**src/rtl/vpg_pkg.sv**
```systemverilog
// rtl/vpg_pkg.sv - shared types, mode codes and timing table for the VPG mode sequencer
package vpg_pkg;

    localparam int unsigned TIMING_W = 12;
    localparam int unsigned MODE_W   = 4;

    // Mode codes as issued by the push-button mode selector
    localparam logic [MODE_W-1:0] MODE_640X480   = 4'd0;
    localparam logic [MODE_W-1:0] MODE_720X480   = 4'd1;
    localparam logic [MODE_W-1:0] MODE_1024X768  = 4'd2;
    localparam logic [MODE_W-1:0] MODE_1280X1024 = 4'd3;
    localparam logic [MODE_W-1:0] MODE_1920X1080 = 4'd4;
    localparam logic [MODE_W-1:0] MODE_1600X1200 = 4'd5;
    localparam logic [MODE_W-1:0] MODE_LAST      = MODE_1600X1200;

    typedef enum logic [2:0] {
        ST_IDLE      = 3'd0,
        ST_HOLD      = 3'd1,
        ST_REQ       = 3'd2,
        ST_WAIT_LOCK = 3'd3,
        ST_RUN       = 3'd4
    } state_e;

    typedef struct packed {
        logic [TIMING_W-1:0] h_total;
        logic [TIMING_W-1:0] h_sync;
        logic [TIMING_W-1:0] h_bp;
        logic [TIMING_W-1:0] h_act;
        logic [TIMING_W-1:0] v_total;
        logic [TIMING_W-1:0] v_sync;
        logic [TIMING_W-1:0] v_bp;
        logic [TIMING_W-1:0] v_act;
    } timing_t;

    function automatic logic mode_is_valid(input logic [MODE_W-1:0] code);
        return (code <= MODE_LAST);
    endfunction

    // Invalid codes fall back to the safe 640x480 mode
    function automatic logic [MODE_W-1:0] mode_clamp(input logic [MODE_W-1:0] code);
        return mode_is_valid(code) ? code : MODE_640X480;
    endfunction

    function automatic timing_t mode_timing(input logic [MODE_W-1:0] code);
        timing_t t;
        case (code)
            MODE_720X480:   t = '{12'd858,  12'd62,  12'd60,  12'd720,
                                  12'd525,  12'd6,   12'd30,  12'd480};
            MODE_1024X768:  t = '{12'd1344, 12'd136, 12'd160, 12'd1024,
                                  12'd806,  12'd6,   12'd29,  12'd768};
            MODE_1280X1024: t = '{12'd1688, 12'd112, 12'd248, 12'd1280,
                                  12'd1066, 12'd3,   12'd38,  12'd1024};
            MODE_1920X1080: t = '{12'd2200, 12'd44,  12'd148, 12'd1920,
                                  12'd1125, 12'd5,   12'd36,  12'd1080};
            MODE_1600X1200: t = '{12'd2160, 12'd192, 12'd304, 12'd1600,
                                  12'd1250, 12'd3,   12'd46,  12'd1200};
            default:        t = '{12'd800,  12'd96,  12'd48,  12'd640,
                                  12'd525,  12'd2,   12'd33,  12'd480};
        endcase
        return t;
    endfunction

endpackage

```
**src/rtl/vpg_lock_filter.sv**
```systemverilog
// rtl/vpg_lock_filter.sv - PLL lock synchronizer with stability and timeout counters
module vpg_lock_filter #(
    parameter int unsigned LOCK_STABLE  = 1024,
    parameter int unsigned LOCK_TIMEOUT = 1048576
) (
    input  logic clk_i,
    input  logic reset_i,
    input  logic lock_async_i,
    input  logic enable_i,
    output logic stable_o,
    output logic timeout_o
);

    localparam int unsigned STAB_W = $clog2(LOCK_STABLE + 1);
    localparam int unsigned TMO_W  = $clog2(LOCK_TIMEOUT + 1);
    localparam logic [STAB_W-1:0] STAB_MAX = STAB_W'(LOCK_STABLE);
    localparam logic [TMO_W-1:0]  TMO_MAX  = TMO_W'(LOCK_TIMEOUT);

    logic              lock_meta_q;
    logic              lock_sync_q;
    logic [STAB_W-1:0] stab_cnt_q;
    logic [STAB_W-1:0] stab_cnt_d;
    logic [TMO_W-1:0]  tmo_cnt_q;
    logic [TMO_W-1:0]  tmo_cnt_d;

    // Two-flop synchronizer for the asynchronous lock indication
    always_ff @(posedge clk_i) begin
        if (reset_i) begin
            lock_meta_q <= 1'b0;
            lock_sync_q <= 1'b0;
        end else begin
            lock_meta_q <= lock_async_i;
            lock_sync_q <= lock_meta_q;
        end
    end

    // Saturating counters; both restart whenever the sequencer is not waiting for lock
    always_comb begin
        stab_cnt_d = '0;
        tmo_cnt_d  = '0;
        if (enable_i) begin
            if (lock_sync_q) begin
                stab_cnt_d = (stab_cnt_q == STAB_MAX) ? stab_cnt_q : stab_cnt_q + 1'b1;
            end
            tmo_cnt_d = (tmo_cnt_q == TMO_MAX) ? tmo_cnt_q : tmo_cnt_q + 1'b1;
        end
    end

    // Counter registers
    always_ff @(posedge clk_i) begin
        if (reset_i) begin
            stab_cnt_q <= '0;
            tmo_cnt_q  <= '0;
        end else begin
            stab_cnt_q <= stab_cnt_d;
            tmo_cnt_q  <= tmo_cnt_d;
        end
    end

    assign stable_o  = (stab_cnt_q == STAB_MAX);
    assign timeout_o = (tmo_cnt_q == TMO_MAX);

endmodule

```
**src/rtl/vpg_mode_sequencer.sv**
```systemverilog
// rtl/vpg_mode_sequencer.sv - applies a requested video mode: hold VPG, retune PLL, wait lock, release
module vpg_mode_sequencer
    import vpg_pkg::*;
#(
    parameter int unsigned LOCK_STABLE  = 1024,
    parameter int unsigned LOCK_TIMEOUT = 1048576,
    parameter int unsigned HOLD_CYCLES  = 16
) (
    input  logic                clkin_i,
    input  logic                reset_i,
    input  logic [MODE_W-1:0]   mode_i,
    input  logic                mode_changed_i,
    output logic                pll_reconf_req_o,
    input  logic                pll_reconf_ack_i,
    output logic [2:0]          pll_sel_o,
    input  logic                pll_locked_i,
    output logic                vpg_reset_o,
    output logic [TIMING_W-1:0] h_total_o,
    output logic [TIMING_W-1:0] h_sync_o,
    output logic [TIMING_W-1:0] h_bp_o,
    output logic [TIMING_W-1:0] h_act_o,
    output logic [TIMING_W-1:0] v_total_o,
    output logic [TIMING_W-1:0] v_sync_o,
    output logic [TIMING_W-1:0] v_bp_o,
    output logic [TIMING_W-1:0] v_act_o,
    output logic [MODE_W-1:0]   active_mode_o,
    output logic                busy_o,
    output logic                err_o
);

    localparam int unsigned    HOLD_W    = $clog2(HOLD_CYCLES + 1);
    localparam logic [HOLD_W-1:0] HOLD_LAST = HOLD_W'(HOLD_CYCLES - 1);

    state_e              state_q;
    state_e              state_d;
    logic [HOLD_W-1:0]   hold_cnt_q;
    logic [MODE_W-1:0]   req_mode_q;
    logic [MODE_W-1:0]   req_mode_clamped;
    logic [MODE_W-1:0]   pend_mode_q;
    logic                pending_q;
    logic [MODE_W-1:0]   active_mode_q;
    logic [2:0]          pll_sel_q;
    timing_t             timing_q;
    logic                err_q;
    logic                first_hold;
    logic                lock_stable;
    logic                lock_timeout;
    logic                wait_done;
    logic                reseq;

    vpg_lock_filter #(
        .LOCK_STABLE  (LOCK_STABLE),
        .LOCK_TIMEOUT (LOCK_TIMEOUT)
    ) u_lock_filter (
        .clk_i        (clkin_i),
        .reset_i      (reset_i),
        .lock_async_i (pll_locked_i),
        .enable_i     (state_q == ST_WAIT_LOCK),
        .stable_o     (lock_stable),
        .timeout_o    (lock_timeout)
    );

    assign first_hold       = (state_q == ST_HOLD) && (hold_cnt_q == '0);
    assign req_mode_clamped = mode_clamp(req_mode_q);
    assign wait_done        = lock_stable || lock_timeout;
    // A request landing in the same cycle as lock completion is still honoured
    assign reseq            = pending_q || mode_changed_i;

    // State register
    always_ff @(posedge clkin_i) begin
        if (reset_i) begin
            state_q <= ST_IDLE;
        end else begin
            state_q <= state_d;
        end
    end

    // Next-state logic
    always_comb begin
        state_d = state_q;
        case (state_q)
            ST_IDLE:      if (mode_changed_i) state_d = ST_HOLD;
            ST_HOLD:      if (hold_cnt_q == HOLD_LAST) state_d = ST_REQ;
            ST_REQ:       if (pll_reconf_ack_i) state_d = ST_WAIT_LOCK;
            ST_WAIT_LOCK: if (wait_done) state_d = reseq ? ST_HOLD : ST_RUN;
            ST_RUN:       if (mode_changed_i) state_d = ST_HOLD;
            default:      state_d = ST_IDLE;
        endcase
    end

    // Output decode: the generator is released only in RUN
    always_comb begin
        vpg_reset_o      = (state_q != ST_RUN);
        busy_o           = (state_q != ST_RUN);
        pll_reconf_req_o = (state_q == ST_REQ);
    end

    // HOLD dwell counter, restarted on every entry into HOLD
    always_ff @(posedge clkin_i) begin
        if (reset_i) begin
            hold_cnt_q <= '0;
        end else if ((state_q == ST_HOLD) && (state_d == ST_HOLD)) begin
            hold_cnt_q <= hold_cnt_q + 1'b1;
        end else begin
            hold_cnt_q <= '0;
        end
    end

    // Capture the mode to apply; requests mid-sequence are parked, latest wins
    always_ff @(posedge clkin_i) begin
        if (reset_i) begin
            req_mode_q  <= MODE_640X480;
            pend_mode_q <= MODE_640X480;
            pending_q   <= 1'b0;
        end else begin
            if (mode_changed_i) begin
                if ((state_q == ST_IDLE) || (state_q == ST_RUN)) begin
                    req_mode_q <= mode_i;
                end else begin
                    pend_mode_q <= mode_i;
                    pending_q   <= 1'b1;
                end
            end
            if ((state_q == ST_WAIT_LOCK) && (state_d == ST_HOLD)) begin
                req_mode_q <= mode_changed_i ? mode_i : pend_mode_q;
                pending_q  <= 1'b0;
            end
        end
    end

    // Applied configuration and error flag; timing only changes in the first HOLD cycle
    always_ff @(posedge clkin_i) begin
        if (reset_i) begin
            active_mode_q <= MODE_640X480;
            pll_sel_q     <= 3'd0;
            timing_q      <= mode_timing(MODE_640X480);
            err_q         <= 1'b0;
        end else if (first_hold) begin
            active_mode_q <= req_mode_clamped;
            pll_sel_q     <= req_mode_clamped[2:0];
            timing_q      <= mode_timing(req_mode_clamped);
            err_q         <= !mode_is_valid(req_mode_q);
        end else if ((state_q == ST_WAIT_LOCK) && lock_timeout && !lock_stable) begin
            err_q <= 1'b1;
        end
    end

    assign pll_sel_o     = pll_sel_q;
    assign active_mode_o = active_mode_q;
    assign err_o         = err_q;
    assign h_total_o     = timing_q.h_total;
    assign h_sync_o      = timing_q.h_sync;
    assign h_bp_o        = timing_q.h_bp;
    assign h_act_o       = timing_q.h_act;
    assign v_total_o     = timing_q.v_total;
    assign v_sync_o      = timing_q.v_sync;
    assign v_bp_o        = timing_q.v_bp;
    assign v_act_o       = timing_q.v_act;

endmodule

```
**config.mk**
```make
export PLATFORM = sky130hd
export DESIGN_NAME = vpg_mode_sequencer
export DESIGN_NICKNAME = d
export VERILOG_FILES = /design/src/rtl/vpg_pkg.sv /design/src/rtl/vpg_lock_filter.sv /design/src/rtl/vpg_mode_sequencer.sv
export SDC_FILE = /design/constraint.sdc
export NUM_CORES = 1
export LEC_CHECK = 0
export BUFFER_PORTS_ARGS = -buffer_cell sky130_fd_sc_hd__buf_2
export CORE_ASPECT_RATIO = 1.2
export CORE_MARGIN = 2
export CORE_UTILIZATION = 48
export CTS_CLUSTER_SIZE = 24
export DETAILED_ROUTE_END_ITERATION = 8
export HOLD_SLACK_MARGIN = 0.02
export PLACE_DENSITY_LB_ADDON = 0.2
export SLEW_MARGIN = 15
export SYNTH_ARGS = -nofsm -noshare
export SYNTH_HDL_FRONTEND = slang
export SYNTH_SLANG_ARGS = --single-unit
```
**constraint.sdc**
```tcl
create_clock -name clkin_i -period 2 [get_ports clkin_i]
set_input_delay 0.3 -clock clkin_i [delete_from_list [all_inputs] [get_ports clkin_i]]
set_output_delay 0.3 -clock clkin_i [all_outputs]
set_load 0.03 [all_outputs]
```
Word-level counts from Yosys, hierarchy flattened
Cells that the tools add are included.
- flip-flop bits (word level): 155
- latch bits: 0
- RAM bits: 0
- bits in read-only memories: 0
- input bits: 9
- memories kept: 0
- add/sub/neg operators: 3
- multiply operators: 0
- divide/modulo/power cells: 0
- $lt $le $gt $ge: 1
- equality and inequality tests: 14
- shift operators: 0
- multiplexer cells: 14
- bitwise gates (word level): 4
- reductions and logical operators: 22
- operators by type and width (kind ; number):
    $pmux 96 s5 ; 1
    $add 21x1->21 const B ; 1
    $eq 21x21->1 const B ; 1
    $mux 4 ; 5
    $mux 3 ; 5
    $pmux 3 s4 ; 1
    $add 11x1->11 const B ; 1
    $eq 11x11->1 const B ; 1
    $eq 4x2->1 const B ; 2
    $eq 4x3->1 const B ; 2
    $reduce_or 2->1 ; 4
    $eq 3x1->1 const B ; 2
    $eq 3x2->1 const B ; 2
    $reduce_bool 2->1 ; 3
    $add 5x1->5 const B ; 1
    $eq 5x4->1 const B ; 1
    $logic_and 1x1->1 ; 5
    $logic_not 5->1 ; 1
    $eq 4x1->1 const B ; 1
    $le 4x3->1 const B ; 1
    $not 1->1 ; 4
    $reduce_and 2->1 ; 2
    $eq 3x3->1 const B ; 1
    $logic_not 3->1 ; 1
    other kinds (5) ; 9

Longest topological paths before layout
- depth after elaboration: 8
- gate-level depth with buffers: 9

Hierarchy
From an unflattened synthesis, not the netlist that was laid out.
- cells, all modules: 511
- area, all modules: 4636.9 um^2
- modules (own cells, without submodules) (module ; instances ; cells each ; area an instance (um^2)):
    vpg_mode_sequencer ; 1 ; 331 ; 3012.9
    vpg_lock_filter ; 1 ; 180 ; 1624.1

Worst setup path before layout
Ideal clock, no wire load.
- path kind: register to register
- from: register hold_cnt_q[0]
- to: register timing_q, in the netlist v_total_o[2]
- setup time: 120 ps
- data arrival time: 1857 ps
- setup slack: 24 ps
- stages on the path, launching flop included: 8
- buffers on the path: 2
- period minus slack after synthesis: 1976 ps
- path through: dfxtp_1 > inv_1 > ha_1 > or3b_1 > or4_4 > buf_4 > buf_6 > a211o_1
- longest elaborated chain between the ends: 2
- ends and longest elaborated chain (element ; RTL line ; RTL):
    from (decl) ; vpg_mode_sequencer.sv:36 ; logic [HOLD_W-1:0] hold_cnt_q;
    from (signal assigned) ; vpg_mode_sequencer.sv:103 ; hold_cnt_q <= hold_cnt_q + 1'b1;
    $logic_not 5->1 ; vpg_mode_sequencer.sv:63 ; assign first_hold = (state_q == ST_HOLD) && (hold_cnt_q == '0);
    $logic_and 1x1->1 ; vpg_mode_sequencer.sv:63 ;
    to (signal assigned) ; vpg_mode_sequencer.sv:136 ; timing_q <= mode_timing(MODE_640X480);
    to (signal assigned) ; vpg_mode_sequencer.sv:141 ; timing_q <= mode_timing(req_mode_clamped);
    to (decl) ; vpg_mode_sequencer.sv:43 ; timing_t timing_q;
No other way between the ends.
A chain may end at the register's enable or synchronous reset.

Worst setup path in the final report
- from: register hold_cnt_q[1]
- to: register timing_q, in the netlist h_sync_o[6]
The elaborated chain is that of the path after synthesis.

==> impl_metrics.yaml <==
sta:
  max-slew-margin-rel_pct: 53.9
  fmax_mhz: 484
  tns_ps: -515
  setup_viol: 15
  max_slew.worst_pin.slew_ps: 691
  layout_setup_ws_ps: -65.4
  fin_crit_sh_pct: 103
  maxSlewViolCount: 0
  min_period_ps: 2070
  rsz0062_at_grt: "true"
  fin_worst_skew_ps: 11.6
  hold_viol: 0
clocking:
  root_buffer: "clkbuf_8"
  numClockSinks: 93
  cts_tree: "built"
  clk_pin_slew_worst_paths_ps: 100
  cts_buffers: 9
  htree_levels: 3
  insertion_delay_ps: 360
  clk_path_buf_depth: 2
  holdBufCountCts: 0
detailed_routing:
  wl_per_cell_um: 12.7
  drc: 0
  drt_wl_total_um: 9210
  drtIter0Drc: 169
  first_pass_iters: 4
  ant_nets: 0
  via_count: 3648
  via_per_inst: 5.01
synth:
  synthAdderAreaFrac_pct: 1.95
  syn_area_um2: 4490
  synth_top_family_by_area: "simple AND/OR/NAND/NOR gates"
  yosys.area_share.simple_pct: 24.8
  synth.mux.area_fraction_pct: 1.11
  synth_cells: 525
  synthXorXnorAreaFrac_pct: 5.65
  synth-main-ff-cell: "dfxtp_1"
  ys_ff_latch: 93
  yosysSeqAreaShare_pct: 41.4
  synth_edf_count: 0
  synth.distinct_cells: 60
  postSynthAreaPerCell_um2: 8.56
  synth-compound-area-share_pct: 11.0
  yosysWarnings: 0
  ys_async_sr_fraction_pct: 0
global_routing:
  grt_start_max_net_pins: 42
  antenna_found_initial: 0
  grt_overflow: 0
  grt_pass1_wl_um: 15100
  grt_pass1_vias: 3240
  track_usage_pct: 18.6
worst_setup_path:
  start_kind: "flip-flop"
  end_kind: "flip-flop"
  crit_type: "reg -> reg"
  critPathMaxFanout: 6
  required_ps: 2270
  crit_arrival_ps: 2330
die:
  die_w_um: 92.3
  row_count: 38
  coreArea_um2: 9080
  dieArea_um2: 10200
  start_util_pct: 49.5
  die_height_um: 110
  pin_count: 116
power:
  leakagePower_nw: 2.14
  vdd_drop_max_mv: 0.368
  p_per_area_nw_per_um2: 737
job:
  cap_violations: 0
worst_hold_path:
  hold_path_class: "in -> reg"
finish:
  nets: 619
  num-fill-cells: 869
  syn2layout_area_growth_pct: 15.6
  seqCellArea_um2: 1870
  drive_gt1_share_pct: 27.5
  diodes: 0
  multi_input_area_um2: 2230
placed_design:
  place_hpwl_um: 6700
  gp_congestion: 0.843
  dp_slack_ps: 13.8
  port_buffers: 76
status:
  status: "complete, but fails checks"
  violations: "negative setup slack"
[per-layer routing]
metal | vias to the layer above | GRT usage, % | part of all wire, %
li1 | 1843 | - | -
met1 | 1702 | 23.1 | 43
met2 | 94 | 32.0 | 51
met3 | 9 | 4.21 | 5.0
met4 | 0 | 6.82 | 1.3
met5 | - | 0 | 0
[cell usage in the layout, fill, tap and decap left out, types with 9 or more instances in the layout]
cell / instances
nor2_1: 73
conb_1: 39
nand2_1: 43
inv_1: 13
and3_1: 9
buf_4: 32
buf_2: 76
xnor2_1: 19
nor3_1: 9
dfxtp_1: 88
a21oi_1: 29
nand3_1: 16
xor2_1: 10
clkbuf_8: 9
[cells in the mapped netlist, drive strengths merged, types with 4 or more instances]
master	instances	area, um2
nand2b	7	43.8
inv	15	56.3
ha	7	87.6
nor2	77	294
a21oi	35	179
nand3	16	80.1
nand3b	8	60.1
nor3b	8	85.1
xor2	10	87.6
nand4	4	25.0
xnor2	19	166
o21ai	8	40.0
o311ai	4	35.0
mux2i	5	50.1
dfxtp	93	1860
o21a	5	37.5
or3	7	48.8
and3	9	56.3
buf	69	510
nor3	10	55.1
clkbuf	16	60.1
o221ai	4	35.0
nand2	43	161
nor4	6	43.8
[report_power, final]
part	internal [mW]	switching, mW
Combinational	0.215	0.471
Clock	0.467	0.701
Sequential	1.92	0.0586
Total	2.60	1.23
[flip-flops by register name, summed over array words and instances, names as in the netlist, 5 cells and up]
register and cells:
u_lock_filter.tmo_cnt_q 21, h_sync_o 6, hold_cnt_q 5, v_total_o 6
v_bp_o 5, u_lock_filter.stab_cnt_q 11, h_total_o 9
[what timing repair did]
action	CTS	global route
buffers inserted	1	6
endpoints found under the setup margin	3	33
resized for setup	0	32
pin swaps	0	12
[per-stage QoR]
step	hold slack, ps	instances	cell area, um2	utilization (%)	power, mW
4_1_cts	168	722	5050	55.6	3.83
6_report	176	728	5200	57.2	3.83
3_3_place_gp	423	705	4860	53.6	2.66
2_1_floorplan	414	563	4640	-	2.59
5_1_grt	168	728	5200	57.2	4.03
3_5_place_dp	432	705	4860	53.6	2.67
[final timing paths]
kind                            cells past startpoint                       from                        end  slack [ps]
worst max-delay path                                8              hold_cnt_q[1]                h_sync_o[6]         -70
worst min register to register                      1  u_lock_filter.lock_meta_q  u_lock_filter.lock_sync_q         450
worst min-delay path                                2               pll_locked_i  u_lock_filter.lock_meta_q         180
worst max register to register                      8              hold_cnt_q[1]                h_sync_o[6]         -70
[area by class of cell]
type | instances | share of cell area, %
inverter | 15 | 1.08
timing repair buffer | 114 | 13.6
sequential | 93 | 36.0
clock inverter | 7 | 1.06
tap | 120 | 2.89
multi-input combinational | 370 | 42.9
clock buffer | 9 | 2.38
[logic make-up after synthesis]
logic type / count (synthesis)
xor+xnor: 29
mux: 5
fa+ha+maj: 7
flops: 93
other cells: 1
compound gates: 76
simple gates: 214
buf+inv: 100
[critical path, cell delays in order (launching register included)]
cell and delay, ps:
dfxtp_2 330, inv_2 60, ha_4 120, or3b_4 370, or4_4 570, buf_6 160, nor2_4 80, a21oi_2 60
or2_1 210
No activity file was read; power rests on OpenSTA's default activity.
